==> src/rtl/hazard_pkg.sv <==
// hazard_pkg: shared constants and helpers for the pipeline hazard controller
package hazard_pkg;

    // Tuse code meaning the operand is not read at all
    localparam logic [2:0] TUSE_NONE = 3'd7;

    // Forwarding source codes
    typedef enum logic [1:0] {
        FWD_RF = 2'd0,
        FWD_E  = 2'd1,
        FWD_M  = 2'd2,
        FWD_W  = 2'd3
    } fwd_t;

    // Tnew as seen one stage later: counts down, never below zero
    function automatic logic [2:0] sat_dec(input logic [2:0] t);
        return (t != 3'd0) ? t - 3'd1 : 3'd0;
    endfunction

endpackage

==> src/rtl/hazard_ctrl_mdu_busy_ctr.sv <==
// mdu_busy_ctr: MDU busy tracker, loads the op latency on start and counts down
//   clk    in   rising-edge clock
//   reset  in   asynchronous active-low reset, aborts any count
//   start  in   mult/div is in E this cycle
//   div    in   with start: 1 = div, 0 = mult
//   busy   out  start | (count != 0)
module mdu_busy_ctr #(
    parameter int MULT_CYCLES = 5,
    parameter int DIV_CYCLES  = 10
) (
    input  logic clk,
    input  logic reset,
    input  logic start,
    input  logic div,
    output logic busy
);
    localparam int CW = $clog2(((MULT_CYCLES > DIV_CYCLES) ? MULT_CYCLES : DIV_CYCLES) + 1);

    logic [CW-1:0] count;

    always_ff @(posedge clk or negedge reset) begin
        if (!reset)
            count <= '0;
        else if (start)
            count <= div ? CW'(DIV_CYCLES) : CW'(MULT_CYCLES);
        else if (count != '0)
            count <= count - CW'(1);
    end

    assign busy = start | (count != '0);

endmodule

==> src/rtl/hazard_ctrl.sv <==
// hazard_ctrl: stall and forwarding control for the 5-stage F/D/E/M/W core
//   clk, reset (async active-low)
//   D-stage in:  rs_d, rt_d, tuse_rs_d, tuse_rt_d, dst_d, tnew_d, md_d, md_div_d, md_use_d
//   out:         stall, fd_en, de_clr, fwd_rs_d, fwd_rt_d, fwd_rs_e, fwd_rt_e, md_busy
//   HAZ_MDU_EN defined: MDU busy counter and HI/LO stall; otherwise md_* are ignored.
module hazard_ctrl
    import hazard_pkg::*;
#(
    parameter int MULT_CYCLES = 5,
    parameter int DIV_CYCLES  = 10
) (
    input  logic       clk,
    input  logic       reset,
    input  logic [4:0] rs_d,
    input  logic [4:0] rt_d,
    input  logic [2:0] tuse_rs_d,
    input  logic [2:0] tuse_rt_d,
    input  logic [4:0] dst_d,
    input  logic [2:0] tnew_d,
    input  logic       md_d,
    input  logic       md_div_d,
    input  logic       md_use_d,
    output logic       stall,
    output logic       fd_en,
    output logic       de_clr,
    output logic [1:0] fwd_rs_d,
    output logic [1:0] fwd_rt_d,
    output logic [1:0] fwd_rs_e,
    output logic [1:0] fwd_rt_e,
    output logic       md_busy
);
    logic [4:0] dst_e, dst_m, dst_w, rs_e, rt_e;
    logic [2:0] tnew_e, tnew_m;
    logic       md_stall;

    function automatic logic hit(input logic [4:0] r, input logic [2:0] tuse,
                                 input logic [4:0] dst, input logic [2:0] tnew);
        return (r != 5'd0) && (dst == r) && (tuse != TUSE_NONE) && (tuse < tnew);
    endfunction

    // Youngest matching stage decides; a not-yet-ready match hides older copies
    function automatic fwd_t pick_d(input logic [4:0] r, e, m, w, input logic [2:0] te, tm);
        return (r == 5'd0) ? FWD_RF :
               (r == e)    ? ((te == 3'd0) ? FWD_E : FWD_RF) :
               (r == m)    ? ((tm == 3'd0) ? FWD_M : FWD_RF) :
               (r == w)    ? FWD_W : FWD_RF;
    endfunction

    function automatic fwd_t pick_e(input logic [4:0] r, m, w);
        return (r == 5'd0) ? FWD_RF : (r == m) ? FWD_M : (r == w) ? FWD_W : FWD_RF;
    endfunction

    assign stall = hit(rs_d, tuse_rs_d, dst_e, tnew_e) | hit(rs_d, tuse_rs_d, dst_m, tnew_m)
                 | hit(rt_d, tuse_rt_d, dst_e, tnew_e) | hit(rt_d, tuse_rt_d, dst_m, tnew_m)
                 | md_stall;
    assign fd_en  = ~stall;
    assign de_clr = stall;

    assign fwd_rs_d = pick_d(rs_d, dst_e, dst_m, dst_w, tnew_e, tnew_m);
    assign fwd_rt_d = pick_d(rt_d, dst_e, dst_m, dst_w, tnew_e, tnew_m);
    assign fwd_rs_e = pick_e(rs_e, dst_m, dst_w);
    assign fwd_rt_e = pick_e(rt_e, dst_m, dst_w);

    always_ff @(posedge clk or negedge reset) begin
        if (!reset) begin
            dst_e  <= '0;
            tnew_e <= '0;
            rs_e   <= '0;
            rt_e   <= '0;
            dst_m  <= '0;
            tnew_m <= '0;
            dst_w  <= '0;
        end else begin
            dst_e  <= stall ? 5'd0 : dst_d;
            tnew_e <= stall ? 3'd0 : tnew_d;
            rs_e   <= stall ? 5'd0 : rs_d;
            rt_e   <= stall ? 5'd0 : rt_d;
            dst_m  <= dst_e;
            tnew_m <= sat_dec(tnew_e);
            dst_w  <= dst_m;
        end
    end

`ifdef HAZ_MDU_EN
    logic md_e, md_div_e;

    always_ff @(posedge clk or negedge reset) begin
        if (!reset) begin
            md_e     <= 1'b0;
            md_div_e <= 1'b0;
        end else begin
            md_e     <= ~stall & md_d;
            md_div_e <= md_div_d;
        end
    end

    mdu_busy_ctr #(
        .MULT_CYCLES(MULT_CYCLES),
        .DIV_CYCLES (DIV_CYCLES)
    ) u_mdu (
        .clk  (clk),
        .reset(reset),
        .start(md_e),
        .div  (md_div_e),
        .busy (md_busy)
    );

    // HI/LO users and new MDU starts wait for the running operation
    assign md_stall = (md_d | md_use_d) & md_busy;
`else
    logic unused_md;
    localparam int unused_cycles = MULT_CYCLES + DIV_CYCLES;
    assign unused_md = md_d ^ md_div_d ^ md_use_d;
    assign md_busy   = 1'b0;
    assign md_stall  = 1'b0;
`endif

endmodule

==> config.mk <==
export PLATFORM = sky130hd
export DESIGN_NAME = hazard_ctrl
export DESIGN_NICKNAME = d
export VERILOG_FILES = /design/src/rtl/hazard_pkg.sv /design/src/rtl/hazard_ctrl_mdu_busy_ctr.sv /design/src/rtl/hazard_ctrl.sv
export SDC_FILE = /design/constraint.sdc
export NUM_CORES = 1
export LEC_CHECK = 0
export BUFFER_PORTS_ARGS = -buffer_cell sky130_fd_sc_hd__clkbuf_2
export CAP_MARGIN = 5
export CORE_MARGIN = 2
export CORE_UTILIZATION = 50
export DETAILED_ROUTE_END_ITERATION = 10
export GPL_ROUTABILITY_DRIVEN = 0
export HOLD_SLACK_MARGIN = 0.12
export PLACE_DENSITY = 0.73
export SYNTH_ARGS = -nofsm -noshare
export SYNTH_HDL_FRONTEND = slang
export SYNTH_SLANG_ARGS = --single-unit
==> constraint.sdc <==
create_clock -name clk -period 1.65 [get_ports clk]
set_input_delay 0.165 -clock clk [delete_from_list [all_inputs] [get_ports clk]]
set_output_delay 0.165 -clock clk [all_outputs]
set_load 0.05 [all_outputs]
# == Word level (Yosys, flattened, before mapping) ==
# Cells that the tools add are included.
# word_totals
mem_bits_ro,0
reg_bits,31
ram_bits,0
memories,0
latchBits,0
inputBits,29
# classes
n_reduce_logical,21
bitwise,4
addsub,1
muxes,21
multipliers,0
eq_ne,16
n_div,0
shift,0
magnitude_cmp,4
# op_table
op,n
5-bit == test,14
2-bit 2-to-1 mux,15
5-bit logical NOT,4
5-bit 2-to-1 mux,3
1-bit logical AND,12
3-bit < comparator,4
5-bit nonzero test,2
3-bit logical NOT,2
3-bit 2-to-1 mux,2
3-bit inequality test (second input constant),2
1-bit OR,3
3-bit nonzero test,1
3-bit by 1-bit subtractor with 3-bit output (second input constant),1
1-bit 2-to-1 mux,1
1-bit NOT,1

# == Logic depth before layout (Yosys ltp) ==
# depth
word_depth,8
mapped_depth,9
mapped_depth_nobuf,7

# == Worst setup path before layout ==
# OpenSTA, ideal clock, no wires.
# synth_path
path_type,register -> output
startpoint,reg tnew_e[2]
endpoint,out stall
stages_incl_launch_ff,10
t_arrival_ps,2150
required_ps,1485
path_buffers,2
path_slack_ps,-665
cell_sequence,dfrtp_1 > inv_1 > ha_1 > a21o_1 > a31oi_1 > nand3_1 > a21oi_1 > buf_6 > or2_1 > buf_4
# synth_via
elab_chain_len,5
word_cells_on_any_way,7
cone_classes,order compare: 2; bitwise: 3; reduce/logical: 2
# synth_rtl
item,line_no,rtl
"start, declared",hazard_ctrl.sv:33,"logic [2:0] tnew_e, tnew_m;"
"start signal, assigned",hazard_ctrl.sv:75,tnew_e <= stall ? 3'd0 : tnew_d;
3-bit < comparator,hazard_ctrl.sv:38,return (r != 5'd0) && (dst == r) && (tuse != TUSE_NONE) && (tuse < tnew);
1-bit logical AND,hazard_ctrl.sv:38,
1-bit OR,hazard_ctrl.sv:53,"assign stall = hit(rs_d, tuse_rs_d, dst_e, tnew_e) | hit(rs_d, tuse_rs_d, dst_m, tnew_m)"
1-bit OR (*) (2 in a row),hazard_ctrl.sv:54,"| hit(rt_d, tuse_rt_d, dst_e, tnew_e) | hit(rt_d, tuse_rt_d, dst_m, tnew_m)"
"end, declared",hazard_ctrl.sv:23,"output logic stall,"
# Every way passes the cells marked *; elsewhere a longest branch is shown, timed or not.

# == Worst setup path after layout ==
# Ends and elaborated chain as after synthesis.

==> flow_metrics.tcl <==
set metrics [dict create \
    run_status "complete, but fails checks" \
    failed_checks "negative setup slack" \
    power_density_nw_per_um2 812 \
    dp_slack_ns -0.336 \
    mostFrequentLayoutCells "36 x buf_4, 25 x dfrtp_1, 25 x clkbuf_2" \
    setup_viol 29 \
    cts_made_buffers 5 \
    drv_slew 0 \
    slowest_stage "dfrtp_1" \
    grt_pass1_vias 1864 \
    synth-seq-cells 31 \
    cp.arrival_ns 2.23 \
    drive_gt1_share_pct 61.5 \
    path_class "reg -> out" \
    internal-power_w 0.00182 \
    vias_per_cell 5.80 \
    rsz0062_at_grt "true" \
    ioPinCount 41 \
    routed-via-count 1977 \
    drcViolationCount 0 \
    power_switching_w 0.000948 \
    n_antenna_cell 0 \
    crit_path_max_incr_delay_ns 0.40 \
    cts-root-buf "clkbuf_8" \
    sw_frac_of_total_pct 34.2 \
    post-dp-hpwl_microns 3950 \
    io_buffer_count 36 \
    clk_transition_reported_paths_ns 0.07 \
    p_leak_nw 1.57 \
    totalWireLength_microns 7260 \
    antenna_found_initial 0 \
    synth_warnings 0 \
    start_util_pct 51.7 \
    p_clk_share_pct 27.6 \
    fmax_ghz 0.418 \
    synth_enable_flop_cells 0 \
    rows 23 \
    setup.worst_path.end_class "output port" \
    finClkSkew_ns 0.0135 \
    finalWorstSetupSlack_ns -0.743 \
    coreArea_sq_um 4000 \
    cp_top_family "compound AO/OA/AOI/OAI gates" \
    initialDrtViolationCount 120 \
    fin_nets 329 \
    synth_async_sr_flop_share_pct 100 \
    cts_max_level 2 \
    cts.sinks 31 \
    area_growth_pct 65.0 \
    fillers 176 \
    avgSynthCellArea_sq_um 10.6 \
    die_h_microns 68.3 \
    netlist_area_sq_um 2070 \
    layout_commonest_cell "buf_4" \
    clock_path_buffers 2 \
    tightest_slew_ns 0.778 \
    ys.flop_type "dfrtp_1" \
    drtPass1Iterations 4 \
    setup_tns_ns -13.51 \
    critPathLaunchType "register" \
    combPwrFrac_pct 38.4 \
    path_buf_inv 2 \
    grt_max_degree 32 \
    avgRoutedWirePerCell_microns 21.3 \
    min_period_over_period_pct 145 \
    cts_tree "done" \
    netlist-cell-type-count 29 \
    grt_usage_pct 28.3 \
    syn_inst 195 \
    die_w_microns 68.3 \
    path_cells "inv_2 -> ha_4 -> a21o_1 -> a31oi_1 -> nand3_1 -> a21oi_2 -> or2_4 -> clkbuf_16" \
    hold_path_class "in -> reg" \
    hold_viol_final 0 \
    ir_drop_uv 706 \
    drv_cap 0 \
    ant_nets 0 \
    grt_pass1_wl_microns 9400 \
    relSlewSlack_pct 48.1 \
    yosysSeqAreaShare_pct 37.5 \
    clock_latency_ns 0.29 \
    cp_max_fo 3 \
    syn_nets 234 \
    die_area_sq_um 4670 \
    seqPwrFrac_pct 34.0 \
    grt-ovfl-total 0 \
    crit_required_ns 1.48 \
    fin_crit_ns 2.39 \
]
metal layers:
metal	GRT usage, %	share of wire (%)
met5	0	0
met4	8.75	5.8
met3	4.77	7.1
met2	44.5	48
met1	39.7	39
timing repair:
action,CTS,global route
hold buffers,1,1
setup buffers,12,7
pin swaps,33,15
resized for setup,62,31
gates cloned,1,0
hold endpoints to repair,31,1
endpoints found under the setup margin,29,29
cells by family (layout without fill, tap and decap cells):
logic type	after synthesis	after routing	share of synthesized area [%]
AOI/OAI and AO/OA	20	20	7.07
muxes	1	1	0.484
buffers and inverters	13	109	3.81
other	1	1	0.181
xor gates and xnor gates	50	50	21.2
adders and majority gates	10	10	6.05
DFF	31	31	37.5
and+or+nand+nor	69	69	23.8
cell usage after synthesis (2+ instances only):
cell type	number	share of area, %
a211oi_1	2	0.73
a21o_1	4	1.5
a21oi_1	2	0.48
a31o_2	4	1.7
a31oi_1	4	1.2
and3b_1	2	0.85
buf_4	4	1.5
buf_6	2	1.1
clkbuf_1	2	0.36
dfrtp_1	31	37
ha_1	10	6.0
inv_1	5	0.91
nand2_1	6	1.1
nand2b_1	4	1.2
nand3_1	11	2.7
nor2_1	10	1.8
nor2_2	2	0.60
nor3_1	9	2.2
nor3b_1	2	0.73
nor3b_2	18	11
o22a_1	2	0.85
or4_1	4	1.5
xnor2_1	22	9.3
xor2_1	28	12
through the flow:
stage | cell area, sq um | cells | total power [W] | utilization [%] | hold slack [ns]
floorplan | 2180 | 195 | 0.00139 | - | -0.131
global placement | 2750 | 320 | 0.00168 | 68.8 | 0.265
detailed placement | 2750 | 320 | 0.00170 | 68.8 | 0.263
CTS | 3260 | 337 | 0.00259 | 81.6 | 0.121
global route | 3410 | 341 | 0.00288 | 85.4 | 0.123
finish | 3410 | 341 | 0.00277 | 85.4 | 0.126
worst reg2reg max path: stages, from the launching register on:
cell,delay (ns)
dfrtp_1,0.40
inv_2,0.11
ha_4,0.21
a21o_1,0.16
a31oi_1,0.26
nand3_1,0.18
a21oi_2,0.26
buf_6,0.17
buf_6,0.11
buf_6,0.13
nor3b_2,0.05
power by group through the flow:
stage | Clock, W | Combinational [W] | Sequential, W
2_1_floorplan | 0 | 0.000472 | 0.000918
3_3_place_gp | 0 | 0.000753 | 0.000926
3_5_place_dp | 0 | 0.000769 | 0.000929
4_1_cts | 0.000744 | 0.000921 | 0.000921
5_1_grt | 0.000811 | 0.00112 | 0.000948
6_report | 0.000765 | 0.00106 | 0.000944
path summary, 6_finish.rpt:
check	start	to	slack, ns	cells after the start
max in group asynchronous	reset	dst_m[0]	0.61	2
setup / recovery	tnew_e[2]	stall	-0.74	8
hold reg to reg	dst_e[4]	dst_m[4]	0.45	0
hold / removal	dst_d[3]	dst_e[3]	0.13	2
min in group asynchronous	reset	dst_w[1]	0.48	2
setup reg to reg	tnew_e[2]	rs_e[3]	-0.49	10
area by class of cell:
class	instances	area [sq um]	area share, %
multi-input combinational	151	1530	44.8
clock buffer	5	68.8	2.02
clock inverter	3	43.8	1.28
sequential	31	783	22.9
tap	50	62.6	1.83
timing repair buffer	96	908	26.6
inverter	5	18.8	0.550
flip-flops by register name (all words and copies together), names as in the netlist:
signal and count:
rt_e 5, dst_w 5, tnew_m 3, rs_e 5, dst_m 5, dst_e 5, tnew_e 3
No activity file was read; power rests on OpenSTA's default activity.
